===== src/rtl/temp_sample_feeder.sv =====
// Temperature sample feeder: boxcar-averages raw Q7.4 beats and produces a rounded, saturated Q7.0 T_cur with init/t_strobe pulses.
// Optional TSF_SLEW_LIMIT_EN limits each RUN-mode T_cur step to SLEW_MAX.
module temp_sample_feeder #(
  parameter int RAW_W       = 12,
  parameter int AVG_LOG2    = 2,
  parameter int TIMEOUT_CYC = 1024,
  parameter int SLEW_MAX    = 4
) (
  input  logic                    clk,
  input  logic                    rst_n,
  input  logic                    enable,
  input  logic                    sensor_fault,
  input  logic                    raw_valid,
  output logic                    raw_ready,
  input  logic signed [RAW_W-1:0] raw_data,
  output logic signed [7:0]       T_cur,
  output logic                    t_strobe,
  output logic                    init
);

  localparam int ACC_W = RAW_W + AVG_LOG2;
  localparam int CNT_W = AVG_LOG2 + 1;
  localparam int TO_W  = (TIMEOUT_CYC > 2) ? $clog2(TIMEOUT_CYC) : 1;

  localparam logic [CNT_W-1:0] LAST_BEAT = CNT_W'((1 << AVG_LOG2) - 1);
  localparam logic [TO_W-1:0]  TO_LAST   = TO_W'(TIMEOUT_CYC - 1);

  localparam logic signed [ACC_W:0] RND  = 8;
  localparam logic signed [ACC_W:0] TMAX = 127;
  localparam logic signed [ACC_W:0] TMIN = -128;

  localparam logic [1:0] S_IDLE  = 2'd0;
  localparam logic [1:0] S_PRIME = 2'd1;
  localparam logic [1:0] S_RUN   = 2'd2;
  localparam logic [1:0] S_FAULT = 2'd3;

  // Average then round half toward +inf; one guard bit keeps avg+8 from wrapping.
  function automatic logic signed [ACC_W:0] round_q74(input logic signed [ACC_W-1:0] sum);
    logic signed [ACC_W:0] avg;
    avg = (ACC_W+1)'(sum) >>> AVG_LOG2;
    return (avg + RND) >>> 4;
  endfunction

  function automatic logic signed [7:0] sat_q70(input logic signed [ACC_W:0] t);
    if (t > TMAX) return 8'sd127;
    if (t < TMIN) return -8'sd128;
    return t[7:0];
  endfunction

  function automatic logic signed [7:0] slew_step(input logic signed [7:0] cur,
                                                  input logic signed [7:0] tgt);
    logic signed [8:0] diff;
    logic signed [8:0] lim;
    diff = 9'(tgt) - 9'(cur);
    lim  = 9'(SLEW_MAX);
    if (diff > lim)  return 8'(9'(cur) + lim);
    if (diff < -lim) return 8'(9'(cur) - lim);
    return tgt;
  endfunction

  logic [1:0]              r_state;
  logic                    r_raw_ready;
  logic signed [ACC_W-1:0] r_acc;
  logic [CNT_W-1:0]        r_beat_cnt;
  logic [TO_W-1:0]         r_to_cnt;
  logic signed [7:0]       r_tcur_p1;
  logic                    r_init_p1;
  logic                    r_strobe_p1;

  logic [1:0]              w_state_nxt;
  logic                    w_active;
  logic                    w_active_nxt;
  logic                    w_accept;
  logic                    w_complete;
  logic signed [ACC_W-1:0] w_sum_p0;
  logic signed [7:0]       w_t_new_p0;

  assign w_accept   = raw_valid & r_raw_ready;
  assign w_active   = (r_state == S_PRIME) || (r_state == S_RUN);
  assign w_sum_p0   = r_acc + ACC_W'(raw_data);
  assign w_t_new_p0 = sat_q70(round_q74(w_sum_p0));

  always_comb begin
    w_state_nxt = r_state;
    case (r_state)
      S_IDLE:  if (enable) w_state_nxt = S_PRIME;
      S_PRIME, S_RUN: begin
        if (sensor_fault || (r_to_cnt == TO_LAST))
          w_state_nxt = S_FAULT;
        else if (w_accept && (r_beat_cnt == LAST_BEAT) && (r_state == S_PRIME))
          w_state_nxt = S_RUN;
      end
      S_FAULT: if (!sensor_fault && raw_valid) w_state_nxt = S_PRIME;
      default: w_state_nxt = S_IDLE;
    endcase
    if (!enable) w_state_nxt = S_IDLE;
  end

  assign w_active_nxt = (w_state_nxt == S_PRIME) || (w_state_nxt == S_RUN);
  // A group only completes if the block stays in PRIME/RUN; aborts drop it.
  assign w_complete   = w_accept && (r_beat_cnt == LAST_BEAT) && w_active_nxt;

  // Stage p0 -> p1: accumulate beats, register T_cur and pulses
  always_ff @(posedge clk or negedge rst_n) begin
    if (!rst_n) begin
      r_state     <= S_IDLE;
      r_raw_ready <= 1'b0;
      r_acc       <= '0;
      r_beat_cnt  <= '0;
      r_to_cnt    <= '0;
      r_tcur_p1   <= '0;
      r_init_p1   <= 1'b0;
      r_strobe_p1 <= 1'b0;
    end else begin
      r_state     <= w_state_nxt;
      r_raw_ready <= w_active_nxt;
      r_init_p1   <= w_complete && (r_state == S_PRIME);
      r_strobe_p1 <= w_complete && (r_state == S_RUN);

      if (!w_active_nxt || w_complete) begin
        r_acc      <= '0;
        r_beat_cnt <= '0;
      end else if (w_accept) begin
        r_acc      <= w_sum_p0;
        r_beat_cnt <= r_beat_cnt + CNT_W'(1);
      end

      if (!w_active || !w_active_nxt || w_accept)
        r_to_cnt <= '0;
      else if (r_to_cnt != TO_LAST)
        r_to_cnt <= r_to_cnt + TO_W'(1);

      if (w_complete) begin
`ifdef TSF_SLEW_LIMIT_EN
        r_tcur_p1 <= (r_state == S_PRIME) ? w_t_new_p0 : slew_step(r_tcur_p1, w_t_new_p0);
`else
        r_tcur_p1 <= w_t_new_p0;
`endif
      end
    end
  end

  assign raw_ready = r_raw_ready;
  assign T_cur     = r_tcur_p1;
  assign init      = r_init_p1;
  assign t_strobe  = r_strobe_p1;

endmodule

===== config.mk =====
export PLATFORM = sky130hd
export DESIGN_NAME = temp_sample_feeder
export DESIGN_NICKNAME = d
export VERILOG_FILES = /design/src/rtl/temp_sample_feeder.sv
export SDC_FILE = /design/constraint.sdc
export NUM_CORES = 1
export LEC_CHECK = 0
export BUFFER_PORTS_ARGS = -buffer_cell sky130_fd_sc_hd__buf_2
export CORE_MARGIN = 1.5
export CORE_UTILIZATION = 60
export DETAILED_ROUTE_END_ITERATION = 6
export PLACE_DENSITY_LB_ADDON = 0.12
export SETUP_SLACK_MARGIN = 0.1
export SYNTH_ARGS = -nofsm -noshare
export SYNTH_HDL_FRONTEND = slang
export SYNTH_SLANG_ARGS = --single-unit

===== constraint.sdc =====
create_clock -name clk -period 7.95 [get_ports clk]
set_clock_uncertainty 0.05 [all_clocks]
set_input_delay 0 -clock clk [delete_from_list [all_inputs] [get_ports clk]]
set_output_delay 0 -clock clk [all_outputs]
set_load 0.05 [all_outputs]

==> results.yml <==
layout:
  layout-drive-gt1-share_pct: 13.6
  antenna_cells: 0
  fillers: 322
  final_nets: 355
  area_growth_pct: 11.2
  fin_util_pct: 71.7
synthesis:
  syn-num-nets: 324
  ys_types: 55
  syn_area_sq_um: 2650
  synth_top_area_share_pct: 37.7
  synth.area.top_cells: "dfrtp_1 38%, ha_1 10%, nand2_1 4.2%"
  synth_top_area_cell: "dfrtp_1"
  synth_cells: 284
  synth_edf_count: 0
  ys_seq_elements: 40
  ys.warnings.count: 0
  synth-async-reset-ratio_pct: 100
  synth_flop_cell: "dfrtp_1"
  yosysSeqAreaShare_pct: 37.7
  syn_area_per_cell_sq_um: 9.34
place:
  hpwlAfterDp_mm: 4.06
  io_buffers: 27
  gp_congestion: 0.878
timing:
  rsz0062_at_grt: "no"
  worst_slew_pin_slew_ps: 1170
  max_freq_mhz: 299
  final-setup-viol-count: 0
  hold_viol_final: 0
  fin_crit_sh_pct: 42.0
  setup-tns-final_ps: 0
  slew_violations: 0
  period_minus_slack_ps: 3340
  slew_headroom_pct: 21.1
floorplanning:
  die_w_um: 69.5
  io_pins: 28
  die_h_um: 69.5
  rows: 23
  fp.dieArea_sq_um: 4830
  initial_utilization_pct: 64.5
  core_area_sq_um: 4120
routing:
  detail_route.iter0.violations: 187
  drt.antenna.violating_nets: 0
  viasPerCell: 6.01
  first_pass_iters: 4
  vias: 2200
  wl_per_cell_um: 15.1
  routed_wl_mm: 5.54
  drc: 0
setup_path:
  path_depth: 12
  startpoint: "r_acc[0]"
  cp_num_buf_inv: 2
  r2r-start: "r_acc[0]"
  r2r_slack_ps: 4610
  max_stage_delay_ps: 520
  crit_chain: "ha_1 > inv_1 > fa_1 > nand2b_1 > a21o_1 > a211oi_1 > inv_1 > ha_1 > and2_1 > mux2_1 > or3b_1 > o211ai_1"
  cp-endpoint: "T_cur[0]"
  worstSetupStartpointType: "flip-flop"
  crit_path_top_delay_cell: "a211oi_1"
  crit_family: "adder cells"
  reg2reg_depth: 12
  crit_type: "reg -> reg"
  crit_arrival_ps: 3470
  required_ps: 8070
  reg2reg_to: "T_cur[0]"
  worstPathMaxFanout: 4
  end_kind: "flip-flop"
cts:
  path_clk_slew_ps: 80
  root_buffer: "clkbuf_8"
  cts_max_path_buffers: 2
  insertion_delay_ps: 300
  cts.htree.levels: 2
  cts_sinks: 40
  cts_buffers: 5
  post_cts_buffers: 0
  cts_tree: "built"
global_routing:
  grt_pass1_vias: 2119
  busiest_layer: "met2"
  antenna_found_initial: 0
  grt_start_max_net_pins: 41
  use_met3_pct: 4.80
  grt_pass1_wl_mm: 9.72
  grt_use_total_pct: 24.9
  use_met1_pct: 34.4
  use_met2_pct: 40.4
  grt_overflow: 0
job:
  drv_cap: 0
hold_path:
  hold_class: "in -> reg"
power_and_ir_drop:
  p_leak_uw: 0.00138
  design_power_total_uw: 486
  ir_drop_v: 0.000105
  p_per_area_nw_per_um2: 165
run_status:
  outcome: "complete, no violations"
## power breakdown
| group | total [uW] | internal, uW | switching, uW |
|---|---|---|---|
| logic | 121 | 46.8 | 74.4 |
| clock network | 148 | 70.3 | 77.2 |
| registers | 217 | 211 | 6.28 |
| total | 486 | 328 | 158 |
## state kept, by name, indices dropped and copies added (netlist names)
name	cells
r_acc	14
t_strobe	1
r_beat_cnt	3
r_to_cnt	10
raw_ready	1
r_state	2
init	1
T_cur	8
## cells by family after synthesis
logic type      share of synthesized area [%]
xor+xnor                                 5.94
mux                                      1.18
simple gates                             20.8
fa+ha+maj                                11.1
compound gates                           20.7
flops                                    37.7
buf+inv                                  2.45
## placed cells by master, fill, tap and decap left out, types with 2 or more instances in the layout
| cell type | count |
|---|---|
| buf_2 | 27 |
| o21a_1 | 2 |
| clkbuf_8 | 6 |
| o211a_1 | 2 |
| xor2_1 | 9 |
| o2111ai_1 | 2 |
| o31ai_1 | 3 |
| nor2b_1 | 3 |
| and3_1 | 5 |
| dlygate4sd3_1 | 3 |
| o21ai_0 | 16 |
| a22o_1 | 6 |
| a32o_1 | 2 |
| nor3_1 | 6 |
| ha_1 | 22 |
| o211ai_1 | 7 |
| nor2_1 | 25 |
| a211o_1 | 2 |
| a31oi_1 | 6 |
| a21oi_2 | 2 |
| xnor2_1 | 9 |
| or3_1 | 2 |
| inv_1 | 10 |
| clkinvlp_4 | 2 |
| a21oi_1 | 11 |
| mux2i_1 | 2 |
| nand3_1 | 7 |
| or3b_1 | 2 |
| and4_1 | 2 |
| dfrtp_1 | 40 |
| nand4_1 | 3 |
| and2_1 | 5 |
| a21o_1 | 2 |
| nand2b_1 | 10 |
| nand2_1 | 30 |
| a211oi_1 | 2 |
## worst min path at each step
stage / from / endpoint / cells past startpoint
3_5_place_dp: rst_n / r_acc[3] / 1
6_report: raw_valid / init / 3
5_1_grt: raw_valid / init / 3
4_1_cts: raw_valid / init / 3
3_3_place_gp: rst_n / r_acc[3] / 1
2_1_floorplan: rst_n / T_cur[0] / 0
## routing by layer
metal  routed length (um)  up-vias
met2                 2460       44
met4                   68        0
met3                  199        9
met1                 2810     1048
met5                    0        -
li1                     -     1099
## tightest hold or removal path, delay by kind of cell
family / cells / cell delay [ps]
and+or+nand+nor: 2 / 230
buffers and inverters: 1 / 140
## cells in the mapped netlist, types with 3 or more instances
cell type,n
a31oi_1,6
dfrtp_1,40
nand2b_1,10
nor2b_1,3
buf_2,4
o211ai_1,7
a22o_1,6
nand2_1,30
and3_1,5
o31ai_1,3
nor3_1,6
inv_1,10
ha_1,22
and2_1,5
nand4_1,3
nand3_1,7
o21ai_0,16
nor2_1,25
xnor2_1,9
xor2_1,9
a21oi_1,11
## stage by stage
| step | std cells | hold slack [ps] | area [sq um] | setup slack [ps] |
|---|---|---|---|---|
| detailed placement | 355 | 123 | 2820 | 4670 |
| global route | 366 | 77.1 | 2950 | 4410 |
| floorplan | 284 | -346 | 2650 | 5040 |
| CTS | 366 | 45.7 | 2950 | 4620 |
| finish | 366 | 45.2 | 2950 | 4610 |
| global placement | 355 | 116 | 2820 | 4770 |
## what timing repair did
| action | in CTS | in global routing |
|---|---|---|
| gates resized for setup | 0 | 0 |
| endpoints found under the hold margin | 43 | 0 |
| hold buffers | 3 | 0 |
| endpoints found under the setup margin | 0 | 0 |
## area by class of cell
cell class              instances  area (sq um)  area share, %
repair buffers                 30           165           5.60
inverters                      10          37.5           1.27
flip-flops and latches         40          1000           33.9
multi-input cells             228          1590           53.8
clock buffers                   6          82.6           2.80
well taps                      50          62.6           2.12
clock inverters                 2          15.0          0.509
No activity file was read; power rests on OpenSTA's default activity.
